### src/rtl/pipe_hazard_ctrl.sv
// Stall/flush controller for the 5-stage pipeline: RAW/load-use detection,
// taken-branch squash and multi-cycle MEM-stage freeze with stall/flush counters.
module pipe_hazard_ctrl #(
  parameter int MEM_LATENCY = 2,
  parameter int CNT_W       = 16
) (
  input  logic             clk,
  input  logic             rst,
  input  logic [3:0]       src1,
  input  logic [3:0]       src2,
  input  logic             two_src,
  input  logic             id_valid,
  input  logic [3:0]       exe_dest,
  input  logic             exe_wb_en,
  input  logic             exe_mem_read,
  input  logic [3:0]       mem_dest,
  input  logic             mem_wb_en,
  input  logic             forward_en,
  input  logic             branch_taken,
  input  logic             mem_req,
  output logic             if_freeze,
  output logic             if_flush,
  output logic             id_bubble,
  output logic             pipe_freeze,
  output logic [CNT_W-1:0] stall_cnt,
  output logic [CNT_W-1:0] flush_cnt,
  output logic [1:0]       fsm_state
);

  typedef enum logic [1:0] {
    IDLE = 2'd0,
    WAIT = 2'd1,
    DONE = 2'd2
  } state_t;

  localparam bit         HAS_LAT = (MEM_LATENCY > 0);
  localparam logic [3:0] LAT_M1  = 4'((MEM_LATENCY > 0) ? (MEM_LATENCY - 1) : 0);

  state_t           state_q;
  logic [3:0]       wait_q;
  logic [CNT_W-1:0] stall_cnt_q, stall_cnt_d;
  logic [CNT_W-1:0] flush_cnt_q, flush_cnt_d;

  logic exe_hit1, exe_hit2, mem_hit1, mem_hit2;
  logic raw_full, raw_load_use, raw;
  logic mem_stall;

  // Register-match terms shared by the full-RAW and load-use checks.
  assign exe_hit1 = exe_wb_en & (exe_dest == src1);
  assign exe_hit2 = exe_wb_en & (exe_dest == src2);
  assign mem_hit1 = mem_wb_en & (mem_dest == src1);
  assign mem_hit2 = mem_wb_en & (mem_dest == src2);

  assign raw_full     = id_valid & (exe_hit1 | mem_hit1 | (two_src & (exe_hit2 | mem_hit2)));
  assign raw_load_use = id_valid & exe_mem_read & (exe_hit1 | (two_src & exe_hit2));
  assign raw          = forward_en ? raw_load_use : raw_full;

  assign mem_stall = ((state_q == IDLE) & mem_req & HAS_LAT) | (state_q == WAIT);

  // Priority: memory stall, then taken branch, then RAW; all forced low in reset.
  always_comb begin
    pipe_freeze = 1'b0;
    if_flush    = 1'b0;
    id_bubble   = 1'b0;
    if_freeze   = 1'b0;
    if (!rst) begin
      pipe_freeze = mem_stall;
      if_flush    = branch_taken & ~mem_stall;
      id_bubble   = (branch_taken | raw) & ~mem_stall;
      if_freeze   = mem_stall | (raw & ~branch_taken);
    end
  end

  // wait_q holds the number of WAIT cycles still to come, including the current
  // one; IDLE already accounts for the first stall cycle of an access.
  always_ff @(posedge clk or posedge rst) begin
    if (rst) begin
      state_q <= IDLE;
      wait_q  <= 4'd0;
    end else begin
      case (state_q)
        IDLE: begin
          if (mem_req && HAS_LAT) begin
            wait_q  <= LAT_M1;
            state_q <= (LAT_M1 == 4'd0) ? DONE : WAIT;
          end
        end
        WAIT: begin
          if (wait_q <= 4'd1) begin
            wait_q  <= 4'd0;
            state_q <= DONE;
          end else begin
            wait_q <= wait_q - 4'd1;
          end
        end
        DONE:    state_q <= IDLE;
        default: state_q <= IDLE;
      endcase
    end
  end

  always_comb begin
    stall_cnt_d = stall_cnt_q;
    flush_cnt_d = flush_cnt_q;
    if (if_freeze && (stall_cnt_q != {CNT_W{1'b1}}))
      stall_cnt_d = stall_cnt_q + CNT_W'(1);
    if (if_flush && (flush_cnt_q != {CNT_W{1'b1}}))
      flush_cnt_d = flush_cnt_q + CNT_W'(1);
  end

  always_ff @(posedge clk or posedge rst) begin
    if (rst) begin
      stall_cnt_q <= '0;
      flush_cnt_q <= '0;
    end else begin
      stall_cnt_q <= stall_cnt_d;
      flush_cnt_q <= flush_cnt_d;
    end
  end

  assign stall_cnt = stall_cnt_q;
  assign flush_cnt = flush_cnt_q;
  assign fsm_state = state_q;

endmodule

### config.mk
export PLATFORM = sky130hd
export DESIGN_NAME = pipe_hazard_ctrl
export DESIGN_NICKNAME = d
export VERILOG_FILES = /design/src/rtl/pipe_hazard_ctrl.sv
export SDC_FILE = /design/constraint.sdc
export NUM_CORES = 1
export LEC_CHECK = 0
export ABC_CLOCK_PERIOD_IN_PS = 2300
export CAP_MARGIN = 20
export CORE_MARGIN = 2
export CORE_UTILIZATION = 60
export DETAILED_ROUTE_END_ITERATION = 6
export DONT_BUFFER_PORTS = 1
export PLACE_DENSITY = 0.84
export SKIP_LAST_GASP = 1
export SYNTH_ARGS = -nofsm -noshare
export SYNTH_HDL_FRONTEND = slang
export SYNTH_SLANG_ARGS = --single-unit
### constraint.sdc
create_clock -name clk -period 2.3 [get_ports clk]
set_input_delay 0.23 -clock clk [delete_from_list [all_inputs] [get_ports clk]]
set_output_delay 0.23 -clock clk [all_outputs]
set_load 0.02 [all_outputs]
### Word level (Yosys, flattened, before mapping)

Cells that the tools add are included.

* add/subtract/negate cells: 3
* order comparisons: 1
* equal/unequal tests: 9
* multiplexer cells: 11
* bitwise gates (word level): 22
* reductions and logical operators: 6

Operators by type and width (number)
* 16-bit by 1-bit adder with 16-bit output (second input constant): 2
* 16-bit inequality test (second input constant): 2
* 4-bit == test: 4
* 1-bit bitwise AND: 13
* 4-bit two-way mux: 2
* 4-bit case mux with 2 select lines: 1
* 1-bit bitwise OR: 7
* 1-bit two-way mux: 5
* 4-bit by 1-bit <= comparator with 1-bit output (second input constant): 1
* 2-bit two-way mux: 2
* 2-bit case mux with 2 select lines: 1
* 2-bit AND reduction: 2
* 4-bit by 1-bit subtractor with 4-bit output (second input constant): 1
* 2-bit by 1-bit == test with 1-bit output (second input constant): 1
* 1-bit logical AND: 2
* 2-bit zero test: 1
* 2-bit by 1-bit inequality test with 1-bit output (second input constant): 1
* 2-bit inequality test (second input constant): 1
* 1-bit inverter: 2
* 2-bit nonzero test: 1

* register bits: 38
* input port bits: 26
* output and inout port bits: 38
* logic and storage cells: 56

### Longest topological paths before layout

Gate-level depths: netlist of run 1.

* depth after elaboration: 11
* gate-level depth with buffers: 7
* depth with buffers taken out: 7

### Worst setup path after synthesis of run 1

OpenSTA, ideal clock, no wires.

* path type: input to register
* from: input port rst
* to: register flush_cnt_q[12], in the netlist flush_cnt[12]
* setup time: 0.130 ns
* arrival time: 2.126 ns
* required time: 2.170 ns
* path slack: 0.044 ns
* cell stages on the path: 6
* path buffers: 0
* cells stage by stage: inv_1 and3_1 o21ai_2 nor3_2 nand3_1 xnor2_1

* word-level cells in the longest chain between the ends: 2

RTL lines
* start: declaration: RTL line 8 `input logic rst,`
* 1-bit two-way mux: RTL line 66 `if (!rst) begin`
* net if_flush: RTL line 22 `output logic if_flush,`
* 1-bit logical AND: RTL line 107 `if (if_flush && (flush_cnt_q != {CNT_W{1'b1}}))`
* end signal: assignment: RTL line 117 `flush_cnt_q <= flush_cnt_d;`
* end: declaration: RTL line 42 `logic [CNT_W-1:0] flush_cnt_q, flush_cnt_d;`

The timed path passes the listed nets, and every way through them passes these cells.
A chain may end at the register's enable or synchronous reset.

### Worst setup path after layout of run 1

* from: register state_q[1], in the netlist fsm_state[1]
* to: output port if_freeze

* word-level cells in the longest chain between the ends: 5
* elaborated cells on any way between the ends: 6
* those cells by class: 1 x eq/ne; 1 x mux; 3 x bitwise; 1 x reduce/logical

RTL lines
* start: declaration: RTL line 39 `state_t state_q;`
* start signal: assignment: RTL line 85 `state_q <= (LAT_M1 == 4'd0) ? DONE : WAIT;`
* 2-bit zero test: RTL line 58 `assign mem_stall = ((state_q == IDLE) & mem_req & HAS_LAT) | (state_q == WAIT);`
* 1-bit bitwise AND: RTL line 58
* 1-bit bitwise OR *: RTL line 58
* 1-bit bitwise OR *: RTL line 70 `if_freeze = mem_stall | (raw & ~branch_taken);`
* 1-bit two-way mux *: RTL line 66
* end: declaration: RTL line 21 `output logic if_freeze,`

Every way passes the cells marked *; elsewhere a longest branch is shown, timed or not.

==> results of run 1 <==
## metrics by stage
| stage | total power (uW) | area (um2) | hold WS, ns |
|---|---|---|---|
| after detailed placement | 1691 | 2293 | 0.2879 |
| final | 2259 | 2416 | 0.1427 |
| after floorplan | 1494 | 2165 | 0.4415 |
| after global placement | 1659 | 2293 | 0.2799 |
| after global routing | 2405 | 2416 | 0.1427 |
| after CTS | 2281 | 2415 | 0.1346 |
## flip-flops by register name, summed over array words and instances (netlist names)
signal / cells
flush_cnt: 16
wait_q: 4
stall_cnt: 16
fsm_state: 2
## per-layer routing
layer	track usage [%]	share of wire, %	vias up
met3	8.803	7.6	5
li1	-	-	755
met4	7.337	1.1	0
met1	26.47	42	737
met2	36.72	50	56
met5	0	0	-
## worst max-delay path, cell delays in order, from the launching register on
cell and delay (ns):
dfrtp_1 0.49, o21bai_4 0.25, nor2_1 0.25, nor4_4 0.11, buf_4 0.18, nor2_1 0.33
## worst paths after layout
| kind | start | to | depth (start not counted) |
|---|---|---|---|
| max reg2reg | flush_cnt[1]$_DFFE_PP0P_ | flush_cnt[5]$_DFFE_PP0P_ | 7 |
| max | fsm_state[1]$_DFFE_PP0P_ | if_freeze | 5 |
| max in group asynchronous | rst | fsm_state[0]$_DFFE_PP0P_ | 3 |
| min | mem_req | wait_q[0]$_DFFE_PP0P_ | 2 |
| min reg2reg | wait_q[3]$_DFFE_PP0P_ | wait_q[3]$_DFFE_PP0P_ | 1 |
| min in group asynchronous | rst | wait_q[3]$_DFFE_PP0P_ | 3 |
## logic make-up (layout without fill, tap and decap cells)
kind of cell,count (synthesis),after routing,synth area share (%)
AO/OA/AOI/OAI,18,18,6.705
adder cells (fa/ha/maj),4,4,2.312
multiplexers,2,2,1.214
XOR/XNOR,46,46,18.61
AND/OR/NAND/NOR,89,89,25.14
flip-flops,38,38,43.93
buffers and inverters,10,29,2.081
## power groups by stage
stage,Clock (uW),Combinational [uW],Sequential (uW)
final,587,674,998
after global routing,630,756,1020
after CTS,600,683,998
after detailed placement,0,681,1010
after global placement,0,655,1000
after floorplan,0,459,1030
## cells in the final DEF, fill, tap and decap left out, types with 2 or more instances in the layout
master	count
clkbuf_4	5
nand3_1	17
dfrtp_1	37
nand2b_1	4
o21ai_1	3
and3_1	8
a21oi_1	3
buf_4	11
ha_1	4
o21ai_0	3
nor4_4	3
xnor2_1	19
nor4_1	6
nand2_1	13
inv_1	8
bufinv_16	2
nor2_1	18
xor2_1	27
nor3_2	8
nand4_1	5
and4_1	2
## repair_timing
item	in CTS	in global routing
setup endpoints to repair	0	1
hold endpoints to repair	38	0
gates resized for setup	0	1
hold buffers	1	0
## cell type report
cell class / instances / area share (%)
clock buffers: 6 / 2.123
inverters: 9 / 1.398
multi-input cells: 159 / 48.37
repair buffers: 12 / 3.832
clock inverters: 2 / 2.486
well taps: 46 / 2.382
flip-flops and latches: 38 / 39.41
==> reports/qor.csv, run 1 <==
metric,value,unit
RSZ-0062 raised after global routing,false,
placed cell count,263,
Worst Path Required,2.07,ns
final std cells w/o fill,272,
largest net degree at the start of global routing,41,
Syn Nets,237,
async set-or-reset flop fraction in the synthesized netlist,100.0,%
Routed WL,4124,um
ys flop type,dfrtp_1,
IO Port Bufs,0,
Tcrit/Tclk final,94.38,%
CTS tree,yes,
Worst Path Arrival,1.94,ns
fin crit period,2.171,ns
syn_area_per_cell,10.46,um2
full die area,0.004104,mm2
Seq pwr share,44.2,%
P_int,1446,uW
yosys warns,0,
GR Overflow Total,0,
fillers,245,
pwr dens,935.0,mW/mm2
vias in the first global route,1571,
area of the multi-input gates,0.001169,mm2
worst setup margin,0.1292,ns
CTS root buf,clkbuf_4,
Post-Syn Area,0.002165,mm2
part of the power in combinational logic,29.8,%
Post-route DRC,0,
clk_skew,0.01406,ns
vias,1553,
Post-synth top cells,"38 x dfrtp_1, 27 x xor2_1, 19 x xnor2_1, 18 x nor2_1, 17 x nand3_1",
Num CTS Buffers,5,
DP HPWL,3208,um
Synth top area share,43.93,%
final setup violation count,0,
first-pass GRT wire length,7024,um
Pre-antenna DRT Iters,4,
fraction of layout instances using a drive strength above 1,17.26,%
"Worst Path Class, Setup",reg -> out,
Syn Inst Count,207,
Worst Hold Class,in -> reg,
# clock sinks,38,
"top cells by area, synth","dfrtp_1 44%, xor2_1 11%, xnor2_1 7.7%",
Post-synth EDFFs,0,
H-tree levels,2,
share of the yosys chip area belonging to registers,43.93,%
fin util,71.28,%
die height,64.07,um
Place WS,0.3080,ns
FF/Latch Area,952.2,um2
Initial Util,63.86,%
initial antenna violation count,0,
Synth cell types,36,
Critical Path Start Type,flip-flop,
total inserted antenna cells,0,
Final Hold Fails,0,
vias per cell,5.710,
Core ar.,0.003390,mm2
GR Util All Layers,22.27,%
Max Cap Viol,0,
gpl congestion,0.8001,
Worst-path clk slew,0.10,ns
"count leader, synth",dfrtp_1,
die width,64.07,um
Nets,255,
worst rel slew slack,67.77,%
clock latency on the worst-skew pair,0.34,ns
Critical Path Sink Type,output pin,
Crit Path Max Fanout,8,
Setup TNS,0,ns
Yosys top cell by area,dfrtp_1,
drt wl/cell,15.16,um
status,"complete, no violations",
Synth Register Bits,38,
CTS Buffer Depth,2,
Clk network pwr share,26.0,%
top-level I/O count,64,
Max Slew Vio Count,0,
Routed Antenna Nets,0,
Slew @ Worst Pin,0.4834,ns
setup bufs post-CTS,0,
highest clock rate,460.7,MHz
FF-to-FF setup slack,0.31,ns
Lkg Pwr,0.001134,uW
Starting DRT DRC Count,86,
switch share,35.99,%
Sw Pwr,813.1,uW
worst vdd ir,0.4883,mV
Core Rows,21,
Synth-to-Final Area Change,11.62,%
(Power assumes the default switching activity.)
==> inputs of run 2 (changes only) <==
--- a/config.mk
+++ b/config.mk
@@ -8,10 +8,10 @@
 export ABC_CLOCK_PERIOD_IN_PS = 2300
 export CAP_MARGIN = 20
 export CORE_MARGIN = 2
-export CORE_UTILIZATION = 60
+export CORE_UTILIZATION = 63
 export DETAILED_ROUTE_END_ITERATION = 6
 export DONT_BUFFER_PORTS = 1
-export PLACE_DENSITY = 0.84
+export PLACE_DENSITY = 0.87
 export SKIP_LAST_GASP = 1
 export SYNTH_ARGS = -nofsm -noshare
 export SYNTH_HDL_FRONTEND = slang
==> run 2 against run 1 <==
Against the previous run:
- global-route usage down 0.18 points
- clock power is 40% lower
- combinational power shrank 2%
- hold slack improved by 0.014 ns
- setup slack improved by 0.020 ns
- flip-flop and latch count did not move
- clock-buffer cell count increased by 1
- fmax increased by 0.93%
- die area shrank 4.5%
- critical path type unchanged
- largest power group unchanged
==> reports/qor.csv, run 2 (same netlist as run 1, synthesis figures left out) <==
metric,value,unit,change
status,"complete, no violations",,
CTS root buf,clkbuf_4,,
most frequent cells in the layout,"38 x dfrtp_1, 27 x xor2_1, 19 x xnor2_1",,
"Hold-fix buffers, CTS",1,,unchanged
worst vdd ir,0.4358,mV,-11%
pwr dens,857.2,mW/mm2,-8.3%
Worst Hold Class,in -> reg,,
Slew @ Worst Pin,0.4796,ns,-0.003776 ns
CTS Buffer Depth,2,,unchanged
"Worst Path Class, Setup",reg -> out,,
vias in the first global route,1567,,-0.25%
GR Util All Layers,22.08,%,-0.18 points
Critical Path Start Type,flip-flop,,
Area after DPL,0.002278,mm2,-0.65%
highest clock rate,464.9,MHz,+0.93%
Worst Reg-to-Reg Cells,7,,unchanged
Starting DRT DRC Count,64,,-26%
full die area,0.003921,mm2,-4.5%
Post-route DRC,0,,unchanged
Worst Hold Path Cells,2,,unchanged
CTS tree,yes,,
top-level I/O count,64,,unchanged
Seq pwr share,49.6,%,+5.4 points
initial antenna violation count,0,,unchanged
worst rel slew slack,68.03,%,+0.25 points
Critical Path Sink Type,output pin,,
Pre-antenna DRT Iters,4,,unchanged
FF/Latch Area,950.9,um2,-0.13%
area of the multi-input gates,0.001169,mm2,unchanged
Core Rows,21,,unchanged
Core ar.,0.003311,mm2,-2.3%
Worst Path Arrival,1.92,ns,-0.02 ns
GR Overflow Total,0,,unchanged
H-tree levels,2,,unchanged
fin crit period,2.151,ns,-0.01996 ns
Nets,253,,-0.78%
Crit Path Max Fanout,8,,unchanged
die width,62.62,um,-2.3%
Initial Util,65.38,%,+1.5 points
total inserted antenna cells,0,,unchanged
RSZ-0062 raised after global routing,false,,
Routed Antenna Nets,0,,unchanged
Routed WL,3915,um,-5.1%
Sw Pwr,790.0,uW,-2.8%
# clock sinks,38,,unchanged
largest net degree at the start of global routing,41,,unchanged
P_int,1223,uW,-15%
clk_skew,0.007904,ns,-0.006156 ns
clock latency on the worst-skew pair,0.33,ns,about the same
fillers,251,,+2.4%
setup bufs post-CTS,0,,unchanged
Clk network pwr share,17.6,%,-8.4 points
gpl congestion,0.8340,,+4.2%
Final Hold Fails,0,,unchanged
Setup TNS,0,ns,unchanged
IO Port Bufs,0,,unchanged
vias per cell,5.770,,+1.1%
first-pass GRT wire length,6996,um,-0.40%
"most common cell after layout, fill and taps aside",dfrtp_1,,
Lkg Pwr,0.001101,uW,-2.9%
Worst-path clk slew,0.11,ns,about the same
Worst Path Required,2.07,ns,about the same
part of the power in combinational logic,32.8,%,+3.0 points
final setup violation count,0,,unchanged
Max Slew Vio Count,0,,unchanged
post-route cell area,0.002349,mm2,-2.8%
CTS resizes,0,,unchanged
switch share,39.25,%,+3.3 points
Synth-to-Final Area Change,8.497,%,
vias,1558,,+0.32%
Max Cap Viol,0,,unchanged
DP HPWL,3092,um,-3.6%
Num CTS Buffers,5,,unchanged
die height,62.62,um,-2.3%
fraction of layout instances using a drive strength above 1,15.63,%,-1.6 points
Tcrit/Tclk final,93.51,%,-0.87 points
drt wl/cell,14.50,um,-4.4%
==> run 2: cell types whose count changed in the layout (fill, tap and decap cells not counted) <==
cell | before | now
buf_4 | 11 | 9
clkinv_2 | 0 | 1
bufinv_16 | 2 | 0
clkbuf_1 | 0 | 1
dfrtp_2 | 1 | 0
dfrtp_1 | 37 | 38
==> run 2: layout make-up <==
type	instances	area share [%]
clock buffer	7	2.344
timing repair buffer	10	3.303
inverter	9	1.438
sequential	38	40.49
clock inverter	1	0.2131
multi-input combinational	159	49.76
tap	46	2.451
==> run 2: final timing paths <==
kind                                               start  slack [ns]                   endpoint
min in group asynchronous                            rst        0.47   stall_cnt[5]$_DFFE_PP0P_
worst max register to register  flush_cnt[0]$_DFFE_PP0P_        0.31   flush_cnt[5]$_DFFE_PP0P_
worst max-delay path            fsm_state[1]$_DFFE_PP0P_        0.15                  if_freeze
worst min-delay path                             mem_req        0.16      wait_q[0]$_DFFE_PP0P_
worst min register to register     wait_q[3]$_DFFE_PP0P_        0.48      wait_q[3]$_DFFE_PP0P_
max in group asynchronous                            rst        1.50  stall_cnt[14]$_DFFE_PP0P_
==> run 2: critical path: stages (launching register included) <==
cell and delay [ns]:
dfrtp_1 0.50, o21bai_4 0.22, nor2_1 0.12, nor4_4 0.42, buf_4 0.23, nor2_1 0.11
==> run 2: layer usage <==
metal,track usage [%],part of all wire (%)
met1,28.42,44
met2,36.56,49
met3,7.027,6.8
met4,5.000,1.0
met5,0,0
==> run 2: through the flow <==
stage	power, uW	cells	utilization, %	setup WS (ns)	hold slack, ns
3_3_place_gp	1653	261	68.82	0.3858	0.2855
2_1_floorplan	1494	207	-	0.04378	0.4415
5_1_grt	2170	270	70.94	0.01205	0.1683
4_1_cts	2030	270	70.94	0.1329	0.1515
6_report	2013	270	70.94	0.1492	0.1566
3_5_place_dp	1680	261	68.82	0.3170	0.2859
==> run 2: power by group through the flow <==
stage	clock network, uW	logic (uW)	registers, uW
after floorplan	0	459	1030
after global placement	0	648	1000
after detailed placement	0	668	1010
after CTS	362	669	999
after global routing	402	747	1020
final	354	661	998
==> inputs of run 3 (changes only) <==
--- a/config.mk
+++ b/config.mk
@@ -12,6 +12,7 @@
 export DETAILED_ROUTE_END_ITERATION = 6
 export DONT_BUFFER_PORTS = 1
 export PLACE_DENSITY = 0.87
+export REMOVE_ABC_BUFFERS = 1
 export SKIP_LAST_GASP = 1
 export SYNTH_ARGS = -nofsm -noshare
 export SYNTH_HDL_FRONTEND = slang
==> run 3 against run 2 <==
Against the previous run:
- cell count stayed put
- clock power is 24% higher
- hold slack worse by 0.0041 ns
==> reports/qor.csv, run 3 (same netlist as run 1, synthesis figures left out) <==
metric,value,unit,change
Max Slew Vio Count,0,,unchanged
fraction of layout instances using a drive strength above 1,16.52,%,+0.89 points
vias per cell,5.793,,+0.39%
Post-route DRC,0,,unchanged
Initial Util,65.38,%,unchanged
first-pass GRT wire length,7369,um,+5.3%
Critical Path Start Type,flip-flop,,
Synth-to-Final Area Change,9.537,%,
# clock sinks,38,,unchanged
worst rel slew slack,74.85,%,+6.8 points
clk_skew,0.004582,ns,-0.003322 ns
initial antenna violation count,0,,unchanged
final setup violation count,0,,unchanged
full die area,0.003921,mm2,unchanged
GR Overflow Total,0,,unchanged
Worst Hold Class,in -> reg,,
Worst Path Required,2.07,ns,about the same
Nets,253,,unchanged
fillers,272,,+8.4%
CTS root buf,clkbuf_4,,
top-level I/O count,64,,unchanged
"most common cell after layout, fill and taps aside",dfrtp_1,,
gpl congestion,0.8305,,-0.42%
CTS Buffer Depth,2,,unchanged
Worst-path clk slew,0.11,ns,about the same
Core Rows,21,,unchanged
Crit Path Max Fanout,15,,+7
Routed WL,4151,um,+6.0%
Place WS,0.2795,ns,-0.03754 ns
IO Port Bufs,0,,unchanged
Final Hold Fails,0,,unchanged
Setup TNS,0,ns,unchanged
Slew @ Worst Pin,0.3738,ns,-0.1059 ns
largest net degree at the start of global routing,41,,unchanged
vias,1564,,+0.39%
Core ar.,0.003311,mm2,unchanged
Hold Crit Start,mem_req,,
worst vdd ir,0.5310,mV,+22%
Num CTS Buffers,5,,unchanged
Tcrit/Tclk final,93.79,%,+0.28 points
Pre-antenna DRT Iters,4,,unchanged
DP HPWL,3247,um,+5.0%
die height,62.62,um,unchanged
RSZ-0062 raised after global routing,false,,
H-tree levels,2,,unchanged
highest clock rate,463.5,MHz,-0.30%
total inserted antenna cells,0,,unchanged
CTS tree,yes,,
vias in the first global route,1671,,+6.6%
drt wl/cell,15.37,um,+6.0%
GR Util All Layers,23.50,%,+1.4 points
Routed Antenna Nets,0,,unchanged
pwr dens,876.4,mW/mm2,+2.2%
Max Cap Viol,0,,unchanged
placed cell count,261,,unchanged
reg2reg start,flush_cnt[0]$_DFFE_PP0P_,,
CP Launch Point,fsm_state[1]$_DFFE_PP0P_,,
fin crit period,2.157,ns,+0.006444 ns
clock latency on the worst-skew pair,0.33,ns,about the same
worst setup margin,0.1427,ns,-0.006444 ns
"Worst Path Class, Setup",reg -> out,,
Starting DRT DRC Count,83,,+30%
Lkg Pwr,0.001113,uW,+1.1%
status,"complete, no violations",,
most frequent cells in the layout,"37 x dfrtp_1, 27 x xor2_1, 19 x xnor2_1",,
Critical Path Sink Type,output pin,,
Worst Path Arrival,1.93,ns,about the same
final std cells w/o fill,270,,unchanged
die width,62.62,um,unchanged
run 3: per-stage QoR:
stage | hold WS [ns] | power [uW] | instance area [um2] | util [%]
2_1_floorplan | 0.4415 | 1482 | 2153 | -
3_3_place_gp | 0.2852 | 1618 | 2278 | 68.82
3_5_place_dp | 0.2919 | 1654 | 2278 | 68.82
4_1_cts | 0.1450 | 2098 | 2366 | 71.47
5_1_grt | 0.1729 | 2233 | 2371 | 71.62
6_report | 0.1525 | 2078 | 2371 | 71.62
run 3: cell type report:
type | instances | area, um2 | share of cell area (%)
clock buffer | 5 | 37.54 | 1.583
clock inverter | 3 | 40.04 | 1.689
inverter | 9 | 33.78 | 1.425
multi-input combinational | 159 | 1169 | 49.29
sequential | 38 | 952.2 | 40.16
tap | 46 | 57.56 | 2.427
timing repair buffer | 10 | 81.33 | 3.430
run 3: worst paths after layout:
check	to	slack, ns	cells after the start
setup reg to reg	flush_cnt[5]$_DFFE_PP0P_	0.26	7
setup / recovery	if_freeze	0.14	5
hold / removal	wait_q[0]$_DFFE_PP0P_	0.15	2
hold reg to reg	wait_q[3]$_DFFE_PP0P_	0.49	1
min in group asynchronous	flush_cnt[4]$_DFFE_PP0P_	0.44	3
max in group asynchronous	fsm_state[0]$_DFFE_PP0P_	1.58	3
run 3: timing repair:
| action | 4_1_cts | 5_1_grt |
|---|---|---|
| setup endpoints to repair | 0 | 1 |
| hold buffers | 1 | 0 |
| buffers inserted | 0 | 0 |
| resized for setup | 0 | 2 |
| endpoints found under the hold margin | 38 | 0 |
run 3: power by group:
| part | internal, uW | total [uW] | switching [uW] |
|---|---|---|---|
| Clock | 225 | 439 | 214 |
| Sequential | 789 | 1040 | 248 |
| Combinational | 259 | 602 | 343 |
| Total | 1270 | 2080 | 804 |
run 3: worst max-delay path: stages (launching register included):
cell      delay [ns]
dfrtp_1         0.49
o21bai_4        0.25
nor2_1          0.22
nor4_4          0.08
buf_4           0.20
nor2_1          0.33
run 3: routing by layer:
layer  vias to the layer above  track usage (%)  part of all wire [%]
met5                         -                0                     0
li1                        746                -                     -
met3                         5            7.207                   6.9
met2                        62            41.80                    53
met4                         0            9.722                   1.3
met1                       751            25.98                    39
